`src/rtl/kw_space_scanner.sv`:
```
// Keyword/whitespace scanner: recognises a fixed SystemVerilog keyword set in a
// char stream, counts the space/tab run after each keyword and emits one event per keyword.
module kw_space_scanner #(
  parameter int MAX_WORD = 12,
  parameter int SPW      = 4,
  parameter int LW       = 16
) (
  input  logic           clk,
  input  logic           rst,
  input  logic           in_valid,
  output logic           in_ready,
  input  logic [7:0]     in_char,
  output logic           out_valid,
  input  logic           out_ready,
  output logic [2:0]     out_kw,
  output logic [SPW-1:0] out_spaces,
  output logic [LW-1:0]  out_line,
  output logic           out_violation
);

  localparam int LENW = $clog2(MAX_WORD + 1);
  localparam int WBW  = 8 * MAX_WORD;

  typedef enum logic [2:0] {S_IDLE, S_SLASH, S_COMMENT, S_WORD, S_SPACE} state_e;

  state_e           state_q, state_d;
  logic [WBW-1:0]   word_q, word_d;
  logic [LENW-1:0]  len_q, len_d;
  logic             ovf_q, ovf_d;
  logic [2:0]       kw_q, kw_d;
  logic [SPW-1:0]   cnt_q, cnt_d;
  logic [LW-1:0]    wline_q, wline_d;
  logic [LW-1:0]    line_q, line_d;

  logic             out_valid_q;
  logic [2:0]       out_kw_q;
  logic [SPW-1:0]   out_spaces_q;
  logic [LW-1:0]    out_line_q;
  logic             out_viol_q;

  logic             accept, is_ident, is_ws, is_nl, is_slash;
  logic             emit, go_idle;
  logic [2:0]       emit_kw, kw_hit;
  logic [SPW-1:0]   emit_cnt;

  // The buffer is a shift register, newest char in the low byte, so a word of
  // length n is compared against its low 8*n bits.
  function automatic logic [2:0] kw_lookup(input logic [WBW-1:0] w, input logic [LENW-1:0] n);
    kw_lookup = 3'd0;
    if (n == LENW'(6) && w[47:0] == "module")    kw_lookup = 3'd1;
    if (n == LENW'(3) && w[23:0] == "for")       kw_lookup = 3'd2;
    if (n == LENW'(6) && w[47:0] == "assign")    kw_lookup = 3'd3;
    if (n == LENW'(9) && w[71:0] == "always_ff") kw_lookup = 3'd4;
    if (n == LENW'(2) && w[15:0] == "if")        kw_lookup = 3'd5;
    if (n == LENW'(4) && w[31:0] == "case")      kw_lookup = 3'd6;
    if (n == LENW'(4) && w[31:0] == "else")      kw_lookup = 3'd7;
  endfunction

  assign in_ready = !out_valid_q || out_ready;
  assign accept   = in_valid && in_ready;
  assign is_ident = (in_char >= "a" && in_char <= "z") || (in_char >= "A" && in_char <= "Z") ||
                    (in_char >= "0" && in_char <= "9") || in_char == "_" || in_char == "$";
  assign is_ws    = in_char == 8'h20 || in_char == 8'h09 || in_char == 8'h0D;
  assign is_nl    = in_char == 8'h0A;
  assign is_slash = in_char == "/";
  assign kw_hit   = ovf_q ? 3'd0 : kw_lookup(word_q, len_q);

  // NOTE: every signal written here gets a default first, so no path can infer a latch.
  always_comb begin
    state_d  = state_q;
    word_d   = word_q;
    len_d    = len_q;
    ovf_d    = ovf_q;
    kw_d     = kw_q;
    cnt_d    = cnt_q;
    wline_d  = wline_q;
    line_d   = line_q;
    emit     = 1'b0;
    emit_kw  = kw_q;
    emit_cnt = cnt_q;
    go_idle  = 1'b0;
    if (accept) begin
      if (is_nl && line_q != '1) line_d = line_q + LW'(1);
      unique case (state_q)
        S_IDLE:    go_idle = 1'b1;
        S_SLASH:   if (is_slash) state_d = S_COMMENT; else go_idle = 1'b1;
        S_COMMENT: if (is_nl) state_d = S_IDLE;
        S_WORD: begin
          if (is_ident) begin
            word_d = {word_q[WBW-9:0], in_char};
            if (len_q == LENW'(MAX_WORD)) ovf_d = 1'b1;
            else                          len_d = len_q + LENW'(1);
          end else if (kw_hit == 3'd0) begin
            go_idle = 1'b1;
          end else if (is_ws) begin
            state_d = S_SPACE;
            kw_d    = kw_hit;
            cnt_d   = SPW'(1);
          end else begin
            emit     = 1'b1;
            emit_kw  = kw_hit;
            emit_cnt = '0;
            if (is_nl) state_d = S_IDLE; else go_idle = 1'b1;
          end
        end
        S_SPACE: begin
          if (is_ws) begin
            if (cnt_q != '1) cnt_d = cnt_q + SPW'(1);
          end else begin
            emit = 1'b1;
            if (is_nl) state_d = S_IDLE; else go_idle = 1'b1;
          end
        end
        default: state_d = S_IDLE;
      endcase
      // Terminating chars fall through to the idle-state rules in the same cycle.
      if (go_idle) begin
        if (is_ident) begin
          state_d = S_WORD;
          word_d  = {{(WBW-8){1'b0}}, in_char};
          len_d   = LENW'(1);
          ovf_d   = 1'b0;
          wline_d = line_q;
        end else if (is_slash) begin
          state_d = S_SLASH;
        end else begin
          state_d = S_IDLE;
        end
      end
    end
  end

  // NOTE: the word buffer is reset too, so a reset mid-word leaves no stale chars behind.
  always_ff @(posedge clk) begin
    if (rst) begin
      state_q      <= S_IDLE;
      word_q       <= '0;
      len_q        <= '0;
      ovf_q        <= 1'b0;
      kw_q         <= '0;
      cnt_q        <= '0;
      wline_q      <= LW'(1);
      line_q       <= LW'(1);
      out_valid_q  <= 1'b0;
      out_kw_q     <= '0;
      out_spaces_q <= '0;
      out_line_q   <= '0;
      out_viol_q   <= 1'b0;
    end else begin
      state_q <= state_d;
      word_q  <= word_d;
      len_q   <= len_d;
      ovf_q   <= ovf_d;
      kw_q    <= kw_d;
      cnt_q   <= cnt_d;
      wline_q <= wline_d;
      line_q  <= line_d;
      if (emit) begin
        out_valid_q  <= 1'b1;
        out_kw_q     <= emit_kw;
        out_spaces_q <= emit_cnt;
        out_line_q   <= wline_q;
        out_viol_q   <= emit_cnt != SPW'(1);
      end else if (out_valid_q && out_ready) begin
        out_valid_q <= 1'b0;
      end
    end
  end

  assign out_valid     = out_valid_q;
  assign out_kw        = out_kw_q;
  assign out_spaces    = out_spaces_q;
  assign out_line      = out_line_q;
  assign out_violation = out_viol_q;

endmodule

```
`config.mk`:
```
export PLATFORM = sky130hd
export DESIGN_NAME = kw_space_scanner
export DESIGN_NICKNAME = d
export VERILOG_FILES = /design/src/rtl/kw_space_scanner.sv
export SDC_FILE = /design/constraint.sdc
export NUM_CORES = 1
export LEC_CHECK = 0
export ABC_AREA = 1
export CAP_MARGIN = 40
export CORE_UTILIZATION = 55
export CTS_CLUSTER_DIAMETER = 120
export DETAILED_ROUTE_END_ITERATION = 12
export PLACE_DENSITY = 0.76
export SETUP_SLACK_MARGIN = 0.05
export SLEW_MARGIN = 20
export SYNTH_ARGS = -nofsm -noshare
export SYNTH_HDL_FRONTEND = slang
export SYNTH_SLANG_ARGS = --single-unit
export TNS_END_PERCENT = 30
```
`constraint.sdc`:
```
create_clock -name clk -period 2.33 [get_ports clk]
set_clock_uncertainty 0.2 [all_clocks]
set_input_delay 0.466 -clock clk [delete_from_list [all_inputs] [get_ports clk]]
set_output_delay 0.466 -clock clk [all_outputs]
set_load 0.02 [all_outputs]
```
* Word-level counts from Yosys, hierarchy flattened
Index checks and enable logic that the tools add are counted.
** Word-level totals
- Input bits :: 12
- Flip-flop bits (word level) :: 168
- Output and inout port bits :: 26
** Operators by class
- Reductions and logical operators :: 30
- Bitwise operators :: 2
- $add $sub $neg :: 3
- Magnitude comparators :: 6
- Muxes and demuxes :: 62
- Equality and inequality tests :: 37
** Operators with widths (number)
- 96-bit 2-to-1 mux :: 4
- 48-bit by 47-bit equality test with 1-bit output (second input constant) :: 2
- 72-bit by 71-bit equality test with 1-bit output (second input constant) :: 1
- 32-bit by 31-bit equality test with 1-bit output (second input constant) :: 2
- 4-bit 2-to-1 mux :: 15
- 3-bit 2-to-1 mux :: 19
- 24-bit by 23-bit equality test with 1-bit output (second input constant) :: 1
- 8-bit by 4-bit equality test with 1-bit output (second input constant) :: 3
- 8-bit by 6-bit equality test with 1-bit output (second input constant) :: 3
- 1-bit 2-to-1 mux :: 19
- 16-bit by 1-bit adder with 16-bit output (second input constant) :: 1
- 16-bit by 15-bit equality test with 1-bit output (second input constant) :: 1
- 8-bit by 7-bit greater-or-equal comparator with 1-bit output (second input constant) :: 2
- 8-bit by 7-bit <= comparator with 1-bit output (second input constant) :: 2
- 16-bit inequality test (second input constant) :: 1
- 3-bit one-hot mux with 5 select lines :: 1
- 1-bit logical AND :: 13
- 2-bit inequality test (second input constant) :: 6
- 3-bit inequality test (second input constant) :: 4
- 4-bit by 1-bit adder with 4-bit output (second input constant) :: 2
- 4-bit by 2-bit equality test with 1-bit output (second input constant) :: 2
- 4-bit by 3-bit equality test with 1-bit output (second input constant) :: 2
- 4-bit equality test (second input constant) :: 2
- 8-bit by 7-bit equality test with 1-bit output (second input constant) :: 1
- 21 further kinds :: 31

* Longest topological paths before layout
- Depth after elaboration :: 17
- Mapped depth :: 21
- Mapped depth without buffers :: 19

* Worst setup path before layout
No wires, ideal clock.
- Path kind :: register to register
- Start :: register (tool-made name)
- End :: register word_q[16]
- Library setup time :: 109 ps
- Setup slack :: 25 ps
- Period minus slack after synthesis :: 2305 ps
- Data required time :: 2021 ps
- Arrival time :: 1995 ps
- Cell stages (with the launch flop) :: 21
- Path through :: dfxtp_1 inv_1 ha_1 inv_1 nor2_1 nand2_1 nor2_1 o211ai_1 nand3_1 nand2_1 nand3_2 nand2_1 nand2_4 nand2_4 nand2_4 buf_6 buf_8 nand2_1 nand2_1 nand2_1 inv_1
** RTL lines
- end signal: assignment :: RTL line 151 : word_q <= word_d;
- end: declaration :: RTL line 27 : logic [WBW-1:0] word_q, word_d;

==> summary.md <==
| Metric | Value |
|---|---|
| Status | finished, violations left |
| Failing checks | setup timing |
| CP Data Required Time | 2.45 ns |
| Async set or reset register ratio after synthesis | 0 |
| Wire length of the first global-routing pass | 36600 um |
| Slew Limit Headroom | 0.639 |
| Period utilisation layout | 1.08 |
| Critical Path Sink Type | flip-flop |
| Synth warnings | 0 |
| Core area | 0.0146 sq mm |
| R2r endpoint | out_line[15]$_SDFFE_PP0P_ |
| CTS max path bufs | 2 |
| Pre-CTS setup slack | -0.546 ns |
| Startpoint types | flip-flop |
| Vias in the first global route | 8071 |
| Met3 wire length | 1230 um |
| Largest net degree at the start of global routing | 94 |
| Commonest cells after routing, fill and taps aside | 399 x nand2_1, 252 x inv_1, 131 x dfxtp_1 |
| WL/cell | 13.6 um |
| Initial Util | 0.569 |
| Gp weighted congestion | 0.894 |
| Worst vdd ir | 0.563 mV |
| Sink Count | 144 |
| Critical-path maximum fanout | 4 |
| Hold Fails Final Rpt | 0 |
| Clk slew on worst S/H paths | 0.07 ns |
| Pin slew with the least headroom to its limit | 0.541 ns |
| Reg2Reg Setup Slack | -0.18 ns |
| Die area | 0.0156 sq mm |
| CTS tree | yes |
| Max frequency | 399 MHz |
| Worst setup margin | -0.178 ns |
| Synth Register Bits | 144 |
| Root buf cell | clkbuf_16 |
| Die W | 125 um |
| Syn-to-layout area delta | 32.5% |
| Hold Crit Start | in_char[6] |
| DR top layer | met4 |
| Leakage | 6.02 nW |
| Detailed Route Iter0 Violations | 839 |
| DPL Wire Length | 13900 um |
| Cell Chain, Critical Path | inv_6, ha_4, nand3_4, nor2_4, inv_1, nor2_1, nand2_1, nand4_1, nand2_2, nand3_4, buf_4, buf_6, nand2_4, nand2_4, buf_12, clkinv_8, nor2_4, nor2_2 |
| Distinct cells, synth | 39 |
| Synth Cell Area | 0.00833 sq mm |
| Antenna viol nets, final | 0 |
| Fraction of layout cells with a size suffix above 1 | 0.195 |
| Port Buf Inserts | 37 |
| Nets | 1563 |
| Skew-Pair Late Insertion Delay | 0.43 ns |
| Most common cell after layout, fill and taps aside | nand2_1 |
| Hold crit path type | primary input to flip-flop |
| Synth area leader | dfxtp_1 |
| CTS Buf Count | 17 |
| Drc violations | 0 |
| Final Max Tran Viols | 0 |
| Area share of the largest cell type after synthesis | 0.346 |
| Seq/Total Area, Yosys | 0.346 |
| Post-synth EDFFs | 0 |
| Htree depth | 4 |
| Diodes inserted | 0 |
| Row count | 44 |
| Metal-1 WL | 10900 um |
| Ranking of synthesized cells by area | dfxtp_1 35%, nand2_1 19%, inv_1 12%, nor2_1 7.0%, a21oi_1 6.5% |
| Cell count after synthesis | 1414 |
| GR Overflow Total | 0 |
| DR vias/cell | 5.23 |
| Avg Synthesized Cell Area | 5.89 sq um |
| DR WL met2 | 11100 um |
| Crit path DAT | 2.63 ns |
| Largest stage delay, worst path | 0.38 ns |
| Hold path depth | 4 |
| Via Count | 9114 |
| R2R depth | 18 |
| Syn Nets | 1432 |
| Overall Power | 0.00635 W |
| Power Dens Cells | 575 mW/mm^2 |
| Routed wire length | 23700 um |
| IO Count | 38 |
| Slowest CP cell | dfxtp_4 |
| DR pass1 iterations | 7 |
| Critical path class | flip-flop to flip-flop |
| RSZ-0062 raised after global routing | true |
| Antenna violations before repair | 0 |
| Period minus WS final | 2.51 ns |
| Max cap viols | 0 |
| Hold_buf cts | 0 |
| Tot GR Track Use | 0.284 |
| Synth Flop Type | dfxtp_1 |
| Final setup viols | 122 |
| Die H | 125 um |
report_power, final:
part | internal [W] | total, W | switching [W] | leakage [nW]
registers | 0.00256 | 0.00264 | 0.0000804 | 1.18
clock network | 0.00145 | 0.00269 | 0.00124 | 0.286
logic | 0.000427 | 0.00102 | 0.000598 | 4.56
total | 0.00444 | 0.00635 | 0.00192 | 6.02
area by class of cell:
class,instances,area [sq um]
Sequential cell,144,2910
Multi-Input combinational cell,937,4570
Fill cell,1132,3600
Clock inverter,14,135
Inverter,273,1050
Tap cell,184,230
Timing Repair inverter,3,43.8
Clock buffer,18,439
Timing Repair Buffer,169,1670
through the flow:
step / std cells / hold WS, ns / TNS [ns] / cell area (sq um) / utilization
CTS: 1723 / 0.263 / -5.29 / 10500 / 0.715
global route: 1742 / 0.289 / -28.25 / 11000 / 0.754
global placement: 1683 / 0.249 / -55.16 / 9600 / 0.655
finish: 1742 / 0.252 / -11.44 / 11000 / 0.754
floorplan: 1414 / 0.239 / 0 / 8330 / -
detailed placement: 1683 / 0.252 / -62.96 / 9600 / 0.655
cell usage after synthesis (3+ instances only):
cell type    n
buf_8        3
ha_1         6
inv_1      261
buf_2       17
clkbuf_1    39
xor2_1       3
dfxtp_1    144
inv_2       10
nand2_1    432
nand4_1     23
nor4_1       3
o21ai_0    101
nand3_1     62
nand2_4      3
nor2_1     155
nand2_2      3
nor3_1      13
a21oi_1    109
critical path: cells and delay by family, from the launching register on:
family | cells | cell delay [ns]
simple gates | 11 | 1.07
buf+inv | 6 | 0.59
flops | 1 | 0.38
fa+ha+maj | 1 | 0.15
logic make-up (layout without fill, tap and decap cells):
group,after synthesis,after routing,share of synthesized area
compound gates,225,225,0.141
xor+xnor,4,4,0.00421
fa+ha+maj,6,6,0.00901
buf+inv,334,477,0.158
flops,144,144,0.346
simple gates,701,702,0.342
flip-flops by register name, indices dropped and copies added (netlist names), named ones only:
register and cells:
word_q 64, kw_q 3, out_violation 1, out_kw 3
out_line 16, len_q 2, state_q 3, cnt_q 4
out_valid 1, out_spaces 4, line_q 16, wline_q 16
worst max path at each step:
stage                                  from                         to  slack (ns)  cells past startpoint
CTS                   len_q[1]$_SDFFE_PP0P_    word_q[44]$_SDFFE_PP0P_       -0.09                     19
finish                            flip-flop  out_line[15]$_SDFFE_PP0P_       -0.18                     18
global route        word_q[45]$_SDFFE_PP0P_      len_q[1]$_SDFFE_PP0P_       -0.30                     19
floorplan                         flip-flop    word_q[16]$_SDFFE_PP0P_        0.05                     20
detailed placement               in_char[1]     out_kw[0]$_SDFFE_PP0P_       -0.55                     15
global placement                 in_char[7]                  flip-flop       -0.46                     14
metal layers:
layer,global-route usage,vias to the layer above
li1,-,4620
met5,0,-
met3,0.0432,44
met2,0.456,304
met4,0.103,0
met1,0.387,4146
what timing repair did:
item                       in CTS  in global routing
setup endpoints to repair     126                137
pin swaps                      10                 41
buffers inserted                4                 12
gates cloned                    4                  8
gates resized for setup        76                112
(Power assumes the default switching activity.)
